$ cat src/rtl/regfile_wb_arbiter_pkg.sv
// Shared definitions for the register file write-back path: default widths
// and the requester encoding used by the round-robin arbiter.
package regfile_wb_arbiter_pkg;

    localparam int RF_ADDR_WIDTH = 5;
    localparam int RF_DATA_WIDTH = 32;

    // Requester identity; also the bit position of each requester in grant vectors
    typedef enum logic {
        REQ_ALU = 1'b0,
        REQ_LSU = 1'b1
    } req_e;

endpackage

$ cat src/rtl/regfile_wb_arbiter_rr_arbiter2.sv
// Two-way round-robin arbiter. Bit 0 is the ALU path, bit 1 the LSU path.
// On a conflict the requester that was not granted last wins; the pointer
// only moves when a grant is actually issued.
module rr_arbiter2
    import regfile_wb_arbiter_pkg::*;
(
    input  logic       clk,
    input  logic       rst_n,
    input  logic [1:0] req,
    output logic [1:0] grant
);

    req_e last_grant;

    // Grant the sole requester, or on a conflict the one not served last
    always_comb begin
        grant = req;
        if (req[0] && req[1]) begin
            if (last_grant == REQ_LSU) begin
                grant = 2'b01;
            end else begin
                grant = 2'b10;
            end
        end
    end

    // Remember who was served so the other side wins the next conflict
    always_ff @(posedge clk or negedge rst_n) begin
        if (!rst_n) begin
            last_grant <= REQ_LSU;
        end else if (|grant) begin
            last_grant <= grant[1] ? REQ_LSU : REQ_ALU;
        end
    end

endmodule

$ cat src/rtl/regfile_wb_arbiter.sv
// Write-back controller for the integer register file. Arbitrates ALU and
// LSU results onto the single write port through one registered stage and
// tracks pending destinations in a busy-bit scoreboard for RAW stalls.
module regfile_wb_arbiter
    import regfile_wb_arbiter_pkg::*;
#(
    parameter int ADDR_WIDTH = RF_ADDR_WIDTH,
    parameter int DATA_WIDTH = RF_DATA_WIDTH
) (
    input  logic                  clk,
    input  logic                  rst_n,
    input  logic                  alu_valid,
    output logic                  alu_ready,
    input  logic [ADDR_WIDTH-1:0] alu_rd,
    input  logic [DATA_WIDTH-1:0] alu_data,
    input  logic                  lsu_valid,
    output logic                  lsu_ready,
    input  logic [ADDR_WIDTH-1:0] lsu_rd,
    input  logic [DATA_WIDTH-1:0] lsu_data,
    input  logic                  issue_valid,
    input  logic [ADDR_WIDTH-1:0] issue_rd,
    input  logic [ADDR_WIDTH-1:0] rs1,
    input  logic [ADDR_WIDTH-1:0] rs2,
    output logic                  rs1_busy,
    output logic                  rs2_busy,
    output logic                  rf_wen,
    output logic [ADDR_WIDTH-1:0] rf_waddr,
    output logic [DATA_WIDTH-1:0] rf_wdata
);

    localparam int NUM_REGS = 1 << ADDR_WIDTH;

    logic [1:0]            grant;
    logic                  wb_fire;
    logic [ADDR_WIDTH-1:0] wb_rd;
    logic [DATA_WIDTH-1:0] wb_data;
    logic [NUM_REGS-1:0]   busy;
    logic [NUM_REGS-1:0]   busy_next;

    rr_arbiter2 u_arb (
        .clk   (clk),
        .rst_n (rst_n),
        .req   ({lsu_valid, alu_valid}),
        .grant (grant)
    );

    assign alu_ready = grant[0];
    assign lsu_ready = grant[1];

    // Ready equals grant, so any grant is a completed handshake
    always_comb begin
        wb_fire = |grant;
        wb_rd   = grant[1] ? lsu_rd   : alu_rd;
        wb_data = grant[1] ? lsu_data : alu_data;
    end

    // Register the winning write; x0 targets complete the handshake but never enable the port
    always_ff @(posedge clk or negedge rst_n) begin
        if (!rst_n) begin
            rf_wen   <= 1'b0;
            rf_waddr <= '0;
            rf_wdata <= '0;
        end else begin
            rf_wen <= wb_fire && (wb_rd != '0);
            if (wb_fire) begin
                rf_waddr <= wb_rd;
                rf_wdata <= wb_data;
            end
        end
    end

    // Clear on commit, then set on issue so a newer producer of the same index wins
    always_comb begin
        busy_next = busy;
        if (rf_wen) begin
            busy_next[rf_waddr] = 1'b0;
        end
        if (issue_valid && (issue_rd != '0)) begin
            busy_next[issue_rd] = 1'b1;
        end
        busy_next[0] = 1'b0;
    end

    // Scoreboard register; an in-flight write dropped by reset leaves nothing pending
    always_ff @(posedge clk or negedge rst_n) begin
        if (!rst_n) begin
            busy <= '0;
        end else begin
            busy <= busy_next;
        end
    end

    // Hazard query reads the registered vector directly, with no bypass
    always_comb begin
        rs1_busy = busy[rs1];
        rs2_busy = busy[rs2];
    end

endmodule

$ cat config.mk
export PLATFORM = sky130hd
export DESIGN_NAME = regfile_wb_arbiter
export DESIGN_NICKNAME = d
export VERILOG_FILES = /design/src/rtl/regfile_wb_arbiter_pkg.sv /design/src/rtl/regfile_wb_arbiter_rr_arbiter2.sv /design/src/rtl/regfile_wb_arbiter.sv
export SDC_FILE = /design/constraint.sdc
export NUM_CORES = 1
export LEC_CHECK = 0
export CAP_MARGIN = 20
export CORE_MARGIN = 1
export CORE_UTILIZATION = 50
export CTS_CLUSTER_DIAMETER = 30
export DETAILED_ROUTE_END_ITERATION = 12
export DONT_BUFFER_PORTS = 1
export PLACE_DENSITY_LB_ADDON = 0.1
export SYNTH_ARGS = -nofsm -noshare
export SYNTH_HDL_FRONTEND = slang
export SYNTH_SLANG_ARGS = --single-unit
export TNS_END_PERCENT = 1
$ cat constraint.sdc
create_clock -name clk -period 1.7 [get_ports clk]
set_input_delay 0.17 -clock clk [delete_from_list [all_inputs] [get_ports clk]]
set_output_delay 0.17 -clock clk [all_outputs]
set_load 0.01 [all_outputs]
Word level (Yosys, flattened, before mapping)
Index checks and enable logic that the tools add are counted.

cells by class
  muxes and demuxes = 15
  $lt $le $gt $ge = 6
  bitwise gates (word level) = 3
  reduce and logical (&&, ||, !) cells = 8

operators with widths
  kind                                                               number
  2-to-1 mux 32 bit                                                  3
  AND 32 bit                                                         1
  inverter 32 bit                                                    1
  OR 32 bit                                                          1
  < comparator 5 x 6 -> 1 bit, second input constant                 4
  binary-select mux 1 bit (select 5 bit)                             2
  demux 1 bit (select 5 bit)                                         2
  greater-or-equal comparator 5 x 1 -> 1 bit, second input constant  2
  nonzero test 5 bit                                                 2
  logical AND 1 bit                                                  5
  2-to-1 mux 1 bit                                                   5
  2-to-1 mux 5 bit                                                   1
  2-to-1 mux 2 bit                                                   2
  OR reduction 2 bit                                                 1

word-level totals
  flip-flop bits (word level) = 70
  output and inout port bits = 42
  word-level logic and storage cells = 37

Logic depth before layout (Yosys ltp)
Gate-level depths: netlist (run 1).

  word-level depth = 9
  mapped depth = 6
  mapped depth without buffers = 4

Hierarchy
From an unflattened synthesis (run 1), not the netlist that was laid out.

second synthesis, totals
  cells, all modules = 372
  area total of the unflattened synthesis = 3656.0 µm²

by module, submodules not included
  module              instances  sequential area each (µm²)  cells each  area each (µm²)
  regfile_wb_arbiter  1          1726.7                      366         3602.2
  rr_arbiter2         1          26.3                        6           53.8

Worst setup path after synthesis (run 1)
OpenSTA, ideal clock, no wires.

  path type = reg2reg
  start point = register rf_waddr[3]
  end point = register busy[18]
  arrival time = 1269 ps
  clock period less this slack = 1400 ps
  stages on the path, launching flop included = 5
  slack = 300 ps
  cells stage by stage = dfrtp_1 > clkbuf_1 > or3b_2 > o21ai_0 > o21ai_0

on the way
  word-level cells in the longest chain between the ends = 9
  elaborated cells between the ends (all ways) = 10
  classes of those cells = order compare (2); mux (4); bitwise (3); reduce/logical (1)

RTL lines
  element                                                                                                                 RTL line                  text
  from (decl)                                                                                                             regfile_wb_arbiter.sv:27  output logic [ADDR_WIDTH-1:0] rf_waddr,
  from (signal assigned)                                                                                                  regfile_wb_arbiter.sv:66  rf_waddr <= wb_rd;
  < comparator 5 x 6 -> 1 bit (implied by the code) / greater-or-equal comparator 5 x 1 -> 1 bit (equally long branches)  regfile_wb_arbiter.sv:76  busy_next[rf_waddr] = 1'b0;
  logical AND 1 bit (implied by the code)                                                                                 regfile_wb_arbiter.sv:76
  2-to-1 mux 1 bit (implied by the code)                                                                                  regfile_wb_arbiter.sv:76
  demux 1 bit (select 5 bit) *                                                                                            regfile_wb_arbiter.sv:76
  inverter 32 bit (no line) *                                                                                             n/a
  AND 32 bit (no line) *                                                                                                  n/a
  2-to-1 mux 32 bit *                                                                                                     regfile_wb_arbiter.sv:75  if (rf_wen) begin
  OR 32 bit (no line)                                                                                                     n/a
  2-to-1 mux 32 bit *                                                                                                     regfile_wb_arbiter.sv:78  if (issue_valid && (issue_rd != '0)) begin
  via busy_next[18]                                                                                                       regfile_wb_arbiter.sv:38  logic [NUM_REGS-1:0] busy_next;
  to (signal assigned)                                                                                                    regfile_wb_arbiter.sv:89  busy <= busy_next;
  to (decl)                                                                                                               regfile_wb_arbiter.sv:37  logic [NUM_REGS-1:0] busy;

Mark *: on every way through the listed nets, which the timed path passes. The rest lies on a longest branch.
A chain may end at the register's enable or synchronous reset.

Final worst setup path (run 1)
  start point = register busy[23]
  end point = output port rs1_busy

on the way
  word-level cells in the longest chain between the ends = 2

RTL lines
  element                                 RTL line                  text
  binary-select mux 1 bit (select 5 bit)  regfile_wb_arbiter.sv:95  rs1_busy = busy[rs1];
  2-to-1 mux 1 bit (implied by the code)  regfile_wb_arbiter.sv:95
  to (decl)                               regfile_wb_arbiter.sv:24  output logic rs1_busy,

Every way passes these cells. The select of a mux whose other input is x is not followed.

==> results list, run 1 <==
- The run finished, with violations left.
- The checks that failed: hold timing, setup timing.
- Pin count of the biggest net entering global routing: 71
- The die is 85.5 um tall.
* Routed wire per std cell: 19.6 um
- Relative to the synthesized area, the layout overhead comes to 25.1%.
- Path type of the worst setup path: reg -> out
* Most common cell after layout, fill and taps aside: nor2_1
- The worst path uses 105% of the clock period.
* Io pins: 136
- The completed layout was analyzed and its total power is 5200 uW.
- Using the TritonRoute via totals, the vias-per-cell ratio works out to 6.11.
- Synth Register Bits: 70
* Worst reg2reg startpoint: rf_waddr[0]
- Once layout is done, the placed cells without fillers occupy 0.00436 sq mm.
- On the critical path, the stage with the largest delay is an instance of mux4_2.
* Endpoint of the worst-slack reg-to-reg timing path: busy[24]
- For the pin with the worst max-slew slack, the measured transition is 0.615 ns.
* Number of maximum-capacitance constraint violations: 0
- Fraction of the core area covered by cells at the end of the flow: 64.5%
- Maximum VDD drop: 0.000700 V
* Cell Pwr Density: 1190 mW/mm^2
- Vias after detailed routing: 3132
- Kind of launch point of the worst setup path: flip-flop
- Data required, critical path: 1.53 ns
* Synth Instances: 372
- In the final design database the tool counted 522 nets.
- TritonCTS built the clock tree.
* Kind of end point of the critical path: primary output
- 1st-iter DRT viols: 184
* Std-Cell Core Area: 0.00676 sq mm
- Derived from the worst setup path, the maximum achievable clock frequency is 559 MHz.
* Critical Path Source: busy[23]
* Starting density of the core: 51.5%
* Worst clock skew: 0.0119 ns
- Drt pass-1 iters: 4
* Synthesized Nets: 466
- Post-route worst setup slack: -0.0895 ns
- CTS Buf Count: 9
- In this run the horizontal extent of the chip is 85.5 um.
* Total routing resource utilization after global routing: 28.6%
- The initial antenna violation count was 0.
- Dominant register cell in the synthesized netlist: dfrtp_1
- Final Setup Violations: 2
* Yosys synthesis warning count: 0
- The later pin in the worst-skew pair is clocked with a latency of 0.35 ns.
- Cell area after placement: 0.00356 sq mm
- DRC violations left: 0
- R2R Setup Slk: 0.22 ns
* Tightest hold margin: -0.486 ns
- Antenna diode instance count: 0
- Number of sinks on the clock net: 70
- Critical path's largest stage delay: 0.46 ns
* Worst slew slack as a fraction of its limit: 59.0%
* Worst hold path type: in -> async
* Cell chain of the critical path: mux4_2 -> nand2b_1 -> o2111ai_1 -> nand4_1
- Wires add up to 10.0 mm.
- Arrival @ worst endpoint: 1.62 ns
- H-tree depth reported by CTS: 3
- Buffers placed on the I/O ports in this run total 0.
- Summing the sequential cell areas from Yosys gives 50.3% of the chip area.
* Shortest clock period the worst path allows after layout: 1.79 ns
* Overflow left after global routing: 0
- Depth of the worst register-to-register path: 3
* Leak Pwr: 0.00176 uW
- Number of enable flip-flop cells after synthesis: 0
- The congestion estimate from routability-driven global placement came to 0.846.
* Final Max Tran Viols: 0
- The library cells used most frequently in the layout, excluding fill and tap cells, are 79 x nor2_1, 69 x dfrtp_1, 63 x o21ai_0.
* Max clock buf depth: 2
- The final-report hold violation count came to 70.
- Share of final-layout standard cells stronger than drive strength 1: 8.31%
* Total die area: 0.00730 sq mm
* End point of the critical path: rs1_busy
- Clock tree root buffer cell: clkbuf_8
* Synthesized area: 0.00348 sq mm
* Post-CTS Setup Inserts: 0
- After clock tree synthesis, the clock-pin slew on the worst setup and hold paths is 0.07 ns.
* Largest fanout on the critical path: 3
- The via count of the first global-routing pass is 3144.
- Row count: 30
* Wire length of the first global-routing pass: 15.9 mm
- Yosys mapped the design onto 25 distinct sky130hd cell types.
- Of all flip-flops after synthesis, the portion carrying an async set or reset was 100%.
- Setup repair after global routing could not meet its margin everywhere.
- Hpwl dp: 6.19 mm
- Remaining antenna violation count: 0
- Dividing the synthesized area by the synthesized cell count gives 9.36 sq um.
==> flip-flops by register name (all words and copies together), names as in the netlist <==
signal	cells
rf_wen	1
rf_waddr	5
u_arb.last_grant	1
busy	31
rf_wdata	32
==> area by class of cell <==
class / count / area (sq um)
inverter: 5 / 18.8
clock inverter: 6 / 61.3
tap: 80 / 100
fill: 557 / 2400
sequential: 70 / 1750
multi-input combinational: 276 / 1630
timing repair buffer: 66 / 656
clock buffer: 10 / 138
==> where the power goes <==
| group | leakage, uW | switching [uW] | internal, uW | total [uW] |
|---|---|---|---|---|
| logic | 0.000878 | 592 | 650 | 1240 |
| registers | 0.000781 | 456 | 2160 | 2610 |
| clock network | 0.000102 | 631 | 712 | 1340 |
==> cells by family (layout without fill, tap and decap cells) <==
logic type             Yosys count  in the layout  share of synthesized area (%)
buffers and inverters           26             87                           3.05
DFF                             70             70                           50.3
muxes                           29             29                           10.5
AOI/OAI and AO/OA              117            117                           18.8
and+or+nand+nor                130            130                           17.3
==> what timing repair did <==
| item | in CTS | in global routing |
|---|---|---|
| hold buffers | 57 | 2 |
| endpoints found under the hold margin | 108 | 72 |
| resized for setup | 1 | 0 |
| pin swaps | 1 | 1 |
| endpoints found under the setup margin | 2 | 2 |
==> metal layers <==
| metal | vias to the layer above | share of wire (%) | track usage, % |
|---|---|---|---|
| met1 | 1523 | 42 | 36.8 |
| li1 | 1463 | - | - |
| met4 | 0 | 1.1 | 11.8 |
| met2 | 136 | 49 | 46.7 |
| met5 | - | 0 | 0 |
| met3 | 10 | 7.8 | 7.00 |
==> worst max-delay path: cells and delay by family, from the launching register on <==
family	cells	cell delay, ns
multiplexers	1	0.46
flip-flops	1	0.40
AND/OR/NAND/NOR	2	0.33
AO/OA/AOI/OAI	1	0.09
==> Yosys cell counts (all sizes together) (4+ instances only) <==
library cell / count / area share [%]
or3b: 4 / 1.0
mux4: 6 / 3.9
a21oi: 11 / 1.6
nor2: 79 / 8.5
nand2b: 5 / 0.90
nand3: 12 / 1.7
nor2b: 4 / 0.72
buf: 7 / 1.0
o21ai: 63 / 9.1
mux2i: 23 / 6.6
nand3b: 10 / 2.2
dfrtp: 69 / 50
nand2: 9 / 0.97
inv: 5 / 0.54
clkbuf: 14 / 1.5
o22ai: 33 / 5.9
a22oi: 4 / 0.86
==> stage by stage <==
step                      hold slack (ns)  worst slack (ns)  instances  setup TNS (ns)
after floorplan                    -0.126             0.300        372               0
after global placement             -0.123             0.255        438               0
after detailed placement           -0.123             0.234        438               0
after CTS                          -0.498           -0.0993        511          -0.198
after global routing               -0.511            -0.203        513          -0.370
final                              -0.486           -0.0895        513          -0.178
==> worst min path at each step <==
stage | slack, ns | startpoint | endpoint | cells after the start
after global routing | -0.51 | rst_n | rf_wdata[7] | 0
after floorplan | -0.13 | rst_n | busy[10] | 0
final | -0.49 | rst_n | rf_wdata[7] | 0
after global placement | -0.12 | rst_n | rf_wdata[8] | 0
after detailed placement | -0.12 | rst_n | rf_wdata[7] | 0
after CTS | -0.50 | rst_n | rf_wdata[15] | 0
(Power assumes the default switching activity.)
==> run 2: changes to the inputs <==
Settings changed: CORE_MARGIN 1 to not set.
==> results of run 2 <==
No change in the layout: final DEF, timing and power equal those of run 1.
==> run 3: changes to the inputs <==
Settings changed: SKIP_LAST_GASP set to 1.
==> results of run 3 <==
No change in the layout: final DEF, timing and power equal those of run 1.
